### src/rtl/turn_manager.sv
// turn_manager: per-turn controller for the pool game (aim, roll, settle, evaluate, game over).
// Build option: define TURN_TIMEOUT_EN to force evaluation MAX_TURN_FRAMES frames after the shot.
module turn_manager #(
    parameter int          RED_RESPAWN_X   = 280,
    parameter int          RED_RESPAWN_Y   = 185,
    parameter int          WHITE_RESPAWN_X = 120,
    parameter int          WHITE_RESPAWN_Y = 185,
    parameter int unsigned SETTLE_FRAMES   = 4,
    parameter int unsigned MIN_ROLL_FRAMES = 2,
    parameter int unsigned MAX_TURN_FRAMES = 600,
    parameter int unsigned WIN_SCORE       = 5
) (
    input  logic               clk,
    input  logic               resetN,
    input  logic               startOfFrame,
    input  logic               shot_fired,
    input  logic               red_ball_stopped,
    input  logic               white_ball_stopped,
    input  logic               collision_Red_Black,
    input  logic               collision_White_Black,
    input  logic signed [10:0] red_x_loc,
    input  logic signed [10:0] red_y_loc,
    input  logic signed [10:0] white_x_loc,
    input  logic signed [10:0] white_y_loc,
    output logic               turn_over,
    output logic signed [10:0] new_red_x_loc,
    output logic signed [10:0] new_red_y_loc,
    output logic signed [10:0] new_white_x_loc,
    output logic signed [10:0] new_white_y_loc,
    output logic               current_player,
    output logic [3:0]         score0,
    output logic [3:0]         score1,
    output logic               shot_enable,
    output logic               foul,
    output logic               game_over
);
    // One counter width covers every frame count this block keeps.
    localparam int unsigned CW = $clog2(MAX_TURN_FRAMES + SETTLE_FRAMES + MIN_ROLL_FRAMES + 1);

    localparam logic [2:0] AIM    = 3'd0;
    localparam logic [2:0] ROLL   = 3'd1;
    localparam logic [2:0] SETTLE = 3'd2;
    localparam logic [2:0] EVAL   = 3'd3;
    localparam logic [2:0] OVER   = 3'd4;

    logic [2:0]         state_q, state_d;
    logic [CW-1:0]      roll_cnt_q, settle_cnt_q;
    logic               red_potted_q, white_potted_q;
    logic               player_q;
    logic [3:0]         score0_q, score1_q, score0_d, score1_d;
    logic signed [10:0] hold_red_x_q, hold_red_y_q, hold_white_x_q, hold_white_y_q;
    logic signed [10:0] eval_red_x, eval_red_y, eval_white_x, eval_white_y;
    logic               rolling, both_stopped, settle_done, inc0, inc1, toggle, win;
    logic               timeout;

    assign rolling      = (state_q == ROLL) || (state_q == SETTLE);
    assign both_stopped = red_ball_stopped && white_ball_stopped;
    assign settle_done  = startOfFrame && both_stopped &&
                          (settle_cnt_q == CW'(SETTLE_FRAMES - 1));

`ifdef TURN_TIMEOUT_EN
    logic [CW-1:0] frame_cnt_q;

    assign timeout = rolling && startOfFrame && (frame_cnt_q == CW'(MAX_TURN_FRAMES - 1));

    always_ff @(posedge clk or negedge resetN) begin
        if (!resetN) begin
            frame_cnt_q <= '0;
        end else if (state_q == AIM && shot_fired) begin
            frame_cnt_q <= '0;
        end else if (rolling && startOfFrame) begin
            frame_cnt_q <= frame_cnt_q + 1'b1;
        end
    end
`else
    assign timeout = 1'b0;
`endif

    // Shooter scores a red pot, opponent scores a white pot; both saturate at 15.
    assign inc0     = player_q ? white_potted_q : red_potted_q;
    assign inc1     = player_q ? red_potted_q : white_potted_q;
    assign score0_d = (inc0 && score0_q != 4'hF) ? score0_q + 4'd1 : score0_q;
    assign score1_d = (inc1 && score1_q != 4'hF) ? score1_q + 4'd1 : score1_q;
    assign win      = (32'(score0_d) >= WIN_SCORE) || (32'(score1_d) >= WIN_SCORE);
    assign toggle   = !red_potted_q || white_potted_q;

    assign eval_red_x   = red_potted_q ? 11'(RED_RESPAWN_X) : red_x_loc;
    assign eval_red_y   = red_potted_q ? 11'(RED_RESPAWN_Y) : red_y_loc;
    assign eval_white_x = white_potted_q ? 11'(WHITE_RESPAWN_X) : white_x_loc;
    assign eval_white_y = white_potted_q ? 11'(WHITE_RESPAWN_Y) : white_y_loc;

    always_comb begin
        state_d = state_q;
        case (state_q)
            AIM:     if (shot_fired) state_d = ROLL;
            ROLL: begin
                if (timeout) begin
                    state_d = EVAL;
                end else if (startOfFrame && roll_cnt_q == CW'(MIN_ROLL_FRAMES - 1)) begin
                    state_d = SETTLE;
                end
            end
            SETTLE:  if (timeout || settle_done) state_d = EVAL;
            EVAL:    state_d = win ? OVER : AIM;
            OVER:    state_d = OVER;
            default: state_d = AIM;
        endcase
    end

    always_ff @(posedge clk or negedge resetN) begin
        if (!resetN) begin
            state_q        <= AIM;
            roll_cnt_q     <= '0;
            settle_cnt_q   <= '0;
            red_potted_q   <= 1'b0;
            white_potted_q <= 1'b0;
            player_q       <= 1'b0;
            score0_q       <= '0;
            score1_q       <= '0;
            hold_red_x_q   <= '0;
            hold_red_y_q   <= '0;
            hold_white_x_q <= '0;
            hold_white_y_q <= '0;
        end else begin
            state_q <= state_d;
            if (state_q == AIM && shot_fired) begin
                roll_cnt_q     <= '0;
                settle_cnt_q   <= '0;
                red_potted_q   <= 1'b0;
                white_potted_q <= 1'b0;
            end
            if (rolling) begin
                red_potted_q   <= red_potted_q | collision_Red_Black;
                white_potted_q <= white_potted_q | collision_White_Black;
            end
            if (state_q == ROLL && startOfFrame) begin
                roll_cnt_q <= roll_cnt_q + 1'b1;
            end
            // Any low stopped flag, even between frames, restarts the settle run.
            if (state_q == SETTLE) begin
                if (!both_stopped) begin
                    settle_cnt_q <= '0;
                end else if (startOfFrame) begin
                    settle_cnt_q <= settle_cnt_q + 1'b1;
                end
            end
            if (state_q == EVAL) begin
                score0_q       <= score0_d;
                score1_q       <= score1_d;
                player_q       <= player_q ^ toggle;
                hold_red_x_q   <= eval_red_x;
                hold_red_y_q   <= eval_red_y;
                hold_white_x_q <= eval_white_x;
                hold_white_y_q <= eval_white_y;
            end
        end
    end

    assign turn_over       = (state_q == EVAL);
    assign shot_enable     = (state_q == AIM);
    assign game_over       = (state_q == OVER);
    assign foul            = turn_over && white_potted_q;
    assign current_player  = player_q;
    assign score0          = score0_q;
    assign score1          = score1_q;
    assign new_red_x_loc   = turn_over ? eval_red_x : hold_red_x_q;
    assign new_red_y_loc   = turn_over ? eval_red_y : hold_red_y_q;
    assign new_white_x_loc = turn_over ? eval_white_x : hold_white_x_q;
    assign new_white_y_loc = turn_over ? eval_white_y : hold_white_y_q;

endmodule

### config.mk
export PLATFORM = sky130hd
export DESIGN_NAME = turn_manager
export DESIGN_NICKNAME = d
export VERILOG_FILES = /design/src/rtl/turn_manager.sv
export SDC_FILE = /design/constraint.sdc
export NUM_CORES = 1
export LEC_CHECK = 0
export ABC_AREA = 1
export BUFFER_PORTS_ARGS = -buffer_cell sky130_fd_sc_hd__buf_2
export CAP_MARGIN = 0
export CORE_MARGIN = 8
export CORE_UTILIZATION = 52
export CTS_CLUSTER_DIAMETER = 200
export DETAILED_ROUTE_END_ITERATION = 8
export PLACE_DENSITY_LB_ADDON = 0.12
export SLEW_MARGIN = 15
export SYNTH_ARGS = -nofsm -noshare
export SYNTH_HDL_FRONTEND = slang
export SYNTH_SLANG_ARGS = --single-unit
export TNS_END_PERCENT = 30
### constraint.sdc
create_clock -name clk -period 2.02 [get_ports clk]
set_input_delay 0.606 -clock clk [delete_from_list [all_inputs] [get_ports clk]]
set_output_delay 0.606 -clock clk [all_outputs]
set_load 0.1 [all_outputs]
==> results of run 1 <==
==> per-stage QoR <==
step                worst slack [ns]  instance area (µm²)
floorplan                     -0.149                 3990
global route                  -0.415                 6260
CTS                           -0.301                 5980
detailed placement           -0.0174                 5630
finish                        -0.355                 6260
global placement              0.0425                 5630
==> logic make-up after synthesis <==
| kind of cell | Yosys count | share of synthesized area |
|---|---|---|
| simple gates | 287 | 0.323 |
| flops | 78 | 0.520 |
| buf+inv | 57 | 0.0606 |
| compound gates | 51 | 0.0723 |
| fa+ha+maj | 5 | 0.0167 |
| xor+xnor | 2 | 0.00466 |
| mux | 1 | 0.00266 |
==> flip-flops by register name (all words and copies together) (netlist names) <==
signal	count
score1	4
white_potted_q	1
hold_white_y_q	11
settle_cnt_q	10
hold_white_x_q	11
current_player	1
hold_red_x_q	11
roll_cnt_q	10
state_q	3
score0	4
hold_red_y_q	11
red_potted_q	1
==> placed cells by master (no fill, tap or decap), drive strengths merged, types with 2 or more instances in the layout <==
cell type,count
a21oi,10
buf,159
bufinv,2
clkbuf,12
clkinv,3
dfrtp,78
ha,5
inv,41
nand2,187
nand3,48
nand3b,3
nand4,8
nor2,32
nor3,6
o21ai,34
o22ai,2
o31ai,2
xor2,2
==> final cells by class <==
cell class                      count  area, µm²  area share
Clock buffer                       10        128      0.0204
Clock inverter                      5       75.1      0.0120
Inverter                           41        161      0.0258
Multi-Input combinational cell    346       2020       0.322
Sequential cell                    78       1950       0.312
Tap cell                           99        124      0.0198
Timing Repair Buffer              161       1810       0.288
==> repair_timing <==
| action | in CTS | in global routing |
|---|---|---|
| setup endpoints to repair | 48 | 48 |
| gates resized for setup | 25 | 63 |
| gates cloned | 2 | 2 |
| buffers inserted | 5 | 9 |
| pin swaps | 3 | 15 |
==> worst max-delay path, delay by kind of cell, from the launching register on <==
family	cells	cell delay, ns
buf+inv	4	0.56
simple gates	3	0.47
flops	1	0.37
==> routing by layer <==
| metal | vias up | track usage | share of wire |
|---|---|---|---|
| met4 | 0 | 0.104 | 0.046 |
| met1 | 2016 | 0.248 | 0.35 |
| met2 | 176 | 0.456 | 0.55 |
| li1 | 1863 | - | - |
| met3 | 56 | 0.0435 | 0.055 |
| met5 | - | 0 | 0 |
==> how the worst min path moves through the flow <==
| stage | startpoint | to | slack [ns] |
|---|---|---|---|
| 2_1_floorplan | resetN | current_player | 0.31 |
| 3_3_place_gp | roll_cnt_q[6] | roll_cnt_q[6] | 0.48 |
| 3_5_place_dp | roll_cnt_q[6] | roll_cnt_q[6] | 0.49 |
| 4_1_cts | resetN | hold_red_y_q[7] | 0.19 |
| 5_1_grt | resetN | hold_white_x_q[6] | 0.21 |
| 6_report | resetN | hold_red_y_q[5] | 0.18 |
==> results.yml, run 1 <==
status:
  outcome: "finished, violations left"
  failed_checks: "negative setup slack"
critical_path:
  timing.critical_path.fanout_max: 15
  timing.reg2reg.worst_path_depth: 10
  cp.required_ns: 1.41
  crit_top_cell: "buf_12"
  worst-r2r-setup-slack_ns: 0.03
  crit_arrival_ns: 1.77
  r2r_start: "score1[0]"
  critical_path_cell_sequence: "inv_2, nor3_4, buf_6, buf_12, nand3_1, nand2_2, buf_12"
  cp-end-kind: "output port"
  crit_start: "state_q[0]"
  critPathLaunchType: "flop"
  r2r_end: "state_q[2]"
  cp_slowest_stage_delay_ns: 0.37
  worst_path_max_delay_cell: "dfrtp_1"
  criticalPathCategory: "reg2out"
  cp-endpoint: "new_red_y_loc[10]"
sta:
  achievable_clock_frequency_mhz: 421
  finalWorstSetupSlack_ns: -0.355
  tightest_slew_ns: 0.508
  timing.max_slew.rel_slack: 0.664
  fin_skew_ns: 0.0107
  post-route-period-util: 1.18
  final.min_clock_period_ns: 2.38
  final.setup.tns_ns: -13.77
  final-hold-violation-count: 0
  timing.final.max_slew_violations: 0
  rsz_0062_raised_after_global_routing: "yes"
  setup_viol: 48
  timing.hold.ws_ns: 0.178
routing:
  totalWireLength_mm: 14.1
  routed_via_density: 5.56
  drc: 0
  iteration_0_drc_count_of_the_detailed_router: 213
  post_drt_wl_per_cell_um: 19.1
  antenna_left: 0
  number_of_detailed_route_iterations_in_the_first_pass: 5
  num_vias: 4111
grt:
  grtUsageTotal: 0.239
  grt-ovfl-total: 0
  antenna_found_initial: 0
  largest_net_degree_at_the_start_of_global_routing: 32
  grt_first_pass_wirelength_mm: 19.3
  first_global_vias: 4106
finish:
  antenna_cells_inserted: 0
  stdcell_count: 740
  layout_area_growth_over_synthesis_pct: 66.8
  final_core_utilization: 0.878
  layout-drive-gt1-share: 0.438
  fill_cells: 346
  finalNetCount: 694
floorplan:
  boundaryPins: 109
  start_util: 0.526
  die_h_um: 101
  die_area_mm2: 0.0102
  total_core_area_mm2: 0.00714
  rows: 31
  die-width_um: 101
job:
  max_cap_violations: 0
place:
  place_hpwl_mm: 8.26
  placer_congestion_estimate: 0.898
  numPortBuffers: 108
  place_inst: 708
clock_tree:
  cts.htree.levels: 3
  cts.path.max_buffers: 2
  cts-root-buf: "clkbuf_8"
  clock-sinks: 78
  tritoncts.num_buffers: 9
  tritoncts: "yes"
  clkTransAtPathRegs_ns: 0.08
  clock_latency_ns: 0.35
  hold_buffers: 0
synthesis:
  synth_top_cells_by_count: "nand2_1, dfrtp_1, nand3_1, inv_1, o21ai_0"
  synth-warning-count: 0
  number_of_synthesized_flops_with_an_enable_pin: 0
  syn-instance-count: 481
  avgSynthCellArea_um2: 7.81
  mappedNetlistNets: 538
  async_set_reset_flop_share_out_of_synthesis: 1.00
  synth.top_cells.by_area: "dfrtp_1, nand2_1, nand3_1"
  synth_cell_types: 29
  synth_top_area_share: 0.520
  ys.flop_type: "dfrtp_1"
  yosysMostFrequentCell: "nand2_1"
  syn-cell-area_mm2: 0.00376
  synth_sequential_area_ratio: 0.520
  synth.largest_area_cell: "dfrtp_1"
  synth.ff_latch_count: 78
min_path:
  hp-class: "in2async"
Power of run 1 is left out: the tool's default activity adds up to more than one toggle a clock period on the data nets, which glitch-free logic cannot reach.
==> inputs of run 2 (changes only) <==
--- a/config.mk
+++ b/config.mk
@@ -13,6 +13,7 @@
 export CTS_CLUSTER_DIAMETER = 200
 export DETAILED_ROUTE_END_ITERATION = 8
 export PLACE_DENSITY_LB_ADDON = 0.12
+export RECOVER_POWER = 25
 export SLEW_MARGIN = 15
 export SYNTH_ARGS = -nofsm -noshare
 export SYNTH_HDL_FRONTEND = slang
==> results.yml, run 2 (same netlist as run 1, synthesis figures left out) <==
status:
  outcome: "finished, violations left"
  failed_checks: "negative setup slack"
place:
  numPortBuffers: 108
  placer_congestion_estimate: 0.898
  place_hpwl_mm: 8.26
  placement_stage_worst_setup_slack_ns: -0.0174
  place_inst: 708
sta:
  final-hold-violation-count: 0
  setup_viol: 48
  final.min_clock_period_ns: 2.38
  achievable_clock_frequency_mhz: 421
  finalWorstSetupSlack_ns: -0.356
  timing.max_slew.rel_slack: 0.475
  fin_skew_ns: 0.0120
  rsz_0062_raised_after_global_routing: "yes"
  tightest_slew_ns: 0.788
  post-route-period-util: 1.18
  timing.final.max_slew_violations: 0
routing:
  num_vias: 4101
  post_drt_wl_per_cell_um: 19.1
  routed_via_density: 5.54
  number_of_detailed_route_iterations_in_the_first_pass: 5
  antenna_left: 0
  totalWireLength_mm: 14.1
  iteration_0_drc_count_of_the_detailed_router: 211
  drc: 0
critical_path:
  crit_top_cell: "buf_12"
  cp.required_ns: 1.41
  worst_path_max_delay_cell: "dfrtp_1"
  crit_buf_inv: 4
  critPathLaunchType: "flop"
  timing.critical_path.fanout_max: 15
  crit_arrival_ns: 1.77
  cp_slowest_stage_delay_ns: 0.37
  critPathTopFamily: "buffers and inverters"
  critical_path_cell_sequence: "inv_2, nor3_4, buf_6, buf_12, nand3_1, nand2_2, buf_12"
  cp-end-kind: "output port"
  criticalPathCategory: "reg2out"
grt:
  antenna_found_initial: 0
  grt_first_pass_wirelength_mm: 19.3
  largest_net_degree_at_the_start_of_global_routing: 32
  grt-ovfl-total: 0
  first_global_vias: 4106
  grtUsageTotal: 0.239
finish:
  layout_commonest_cell: "nand2_1"
  layout_area_growth_over_synthesis_pct: 66.3
  stdcell_count: 740
  layout-drive-gt1-share: 0.438
  finalNetCount: 694
  fill_cells: 349
  antenna_cells_inserted: 0
  layout.cells.most_common_list: "nand2_1, dfrtp_1, buf_2"
  final_core_utilization: 0.875
floorplan:
  die_h_um: 101
  total_core_area_mm2: 0.00714
  die_area_mm2: 0.0102
  rows: 31
  die-width_um: 101
  start_util: 0.526
  boundaryPins: 109
clock_tree:
  tritoncts: "yes"
  cts-root-buf: "clkbuf_8"
  clkTransAtPathRegs_ns: 0.08
  tritoncts.num_buffers: 9
  clock_latency_ns: 0.35
  clock-sinks: 78
  cts.htree.levels: 3
  cts.path.max_buffers: 2
job:
  max_cap_violations: 0
min_path:
  hp-class: "in2async"
-- run 2: cell count changes in the layout (fill, tap and decap cells not counted) --
cell / previous run / this run
buf_4: 42 / 41
buf_12: 54 / 53
clkbuf_2: 0 / 2
-- run 2: repair_timing --
| item | in CTS | in global routing |
|---|---|---|
| hold buffers | 0 | 0 |
| cloned | 2 | 2 |
| buffers inserted | 5 | 9 |
| gates resized for setup | 25 | 63 |
| pin swaps | 3 | 15 |
| setup endpoints to repair | 48 | 48 |
-- run 2: layout make-up --
class	instances	area [µm²]	share of cell area
timing repair buffer	161	1790	0.286
clock inverter	5	75.1	0.0120
inverter	41	161	0.0258
tap	99	124	0.0198
sequential	78	1950	0.312
clock buffer	10	128	0.0204
multi-input combinational	346	2020	0.323
-- run 2: final timing paths --
path / from / to / slack, ns / depth (start not counted)
worst min register to register: roll_cnt_q[6] / roll_cnt_q[6] / 0.51 / 1
worst max-delay path: state_q[0] / new_red_y_loc[10] / -0.36 / 7
max in group asynchronous: resetN / roll_cnt_q[5] / 0.45 / 2
worst min-delay path: resetN / hold_red_y_q[5] / 0.32 / 1
min in group clk: collision_White_Black / white_potted_q / 0.48 / 3
worst max register to register: score1[0] / state_q[2] / 0.02 / 10
-- run 2: worst register-to-register path: cells and delay by family, from the launching register on --
kind                       cells  cell delay [ns]
buffers and inverters          1             0.09
adders and majority gates      1             0.28
and+or+nand+nor                8             1.01
DFF                            1             0.51
-- run 2: through the flow --
| step | instance area [µm²] | hold WS, ns | setup TNS, ns |
|---|---|---|---|
| 3_5_place_dp | 5630 | 0.494 | -0.0329 |
| 5_1_grt | 6250 | 0.388 | -17.08 |
| 2_1_floorplan | 3990 | 0.310 | -2.12 |
| 4_1_cts | 5980 | 0.193 | -12.75 |
| 6_report | 6250 | 0.317 | -13.86 |
| 3_3_place_gp | 5630 | 0.480 | 0 |
-- run 2: layer usage --
metal  wire, µm  vias up  track usage
met5          0        -            0
met4        641        0        0.104
met3        678       55       0.0435
met2       7730      163        0.456
met1       5050     2020        0.248
li1           -     1863            -
Power of run 2 is left out for the same reason.
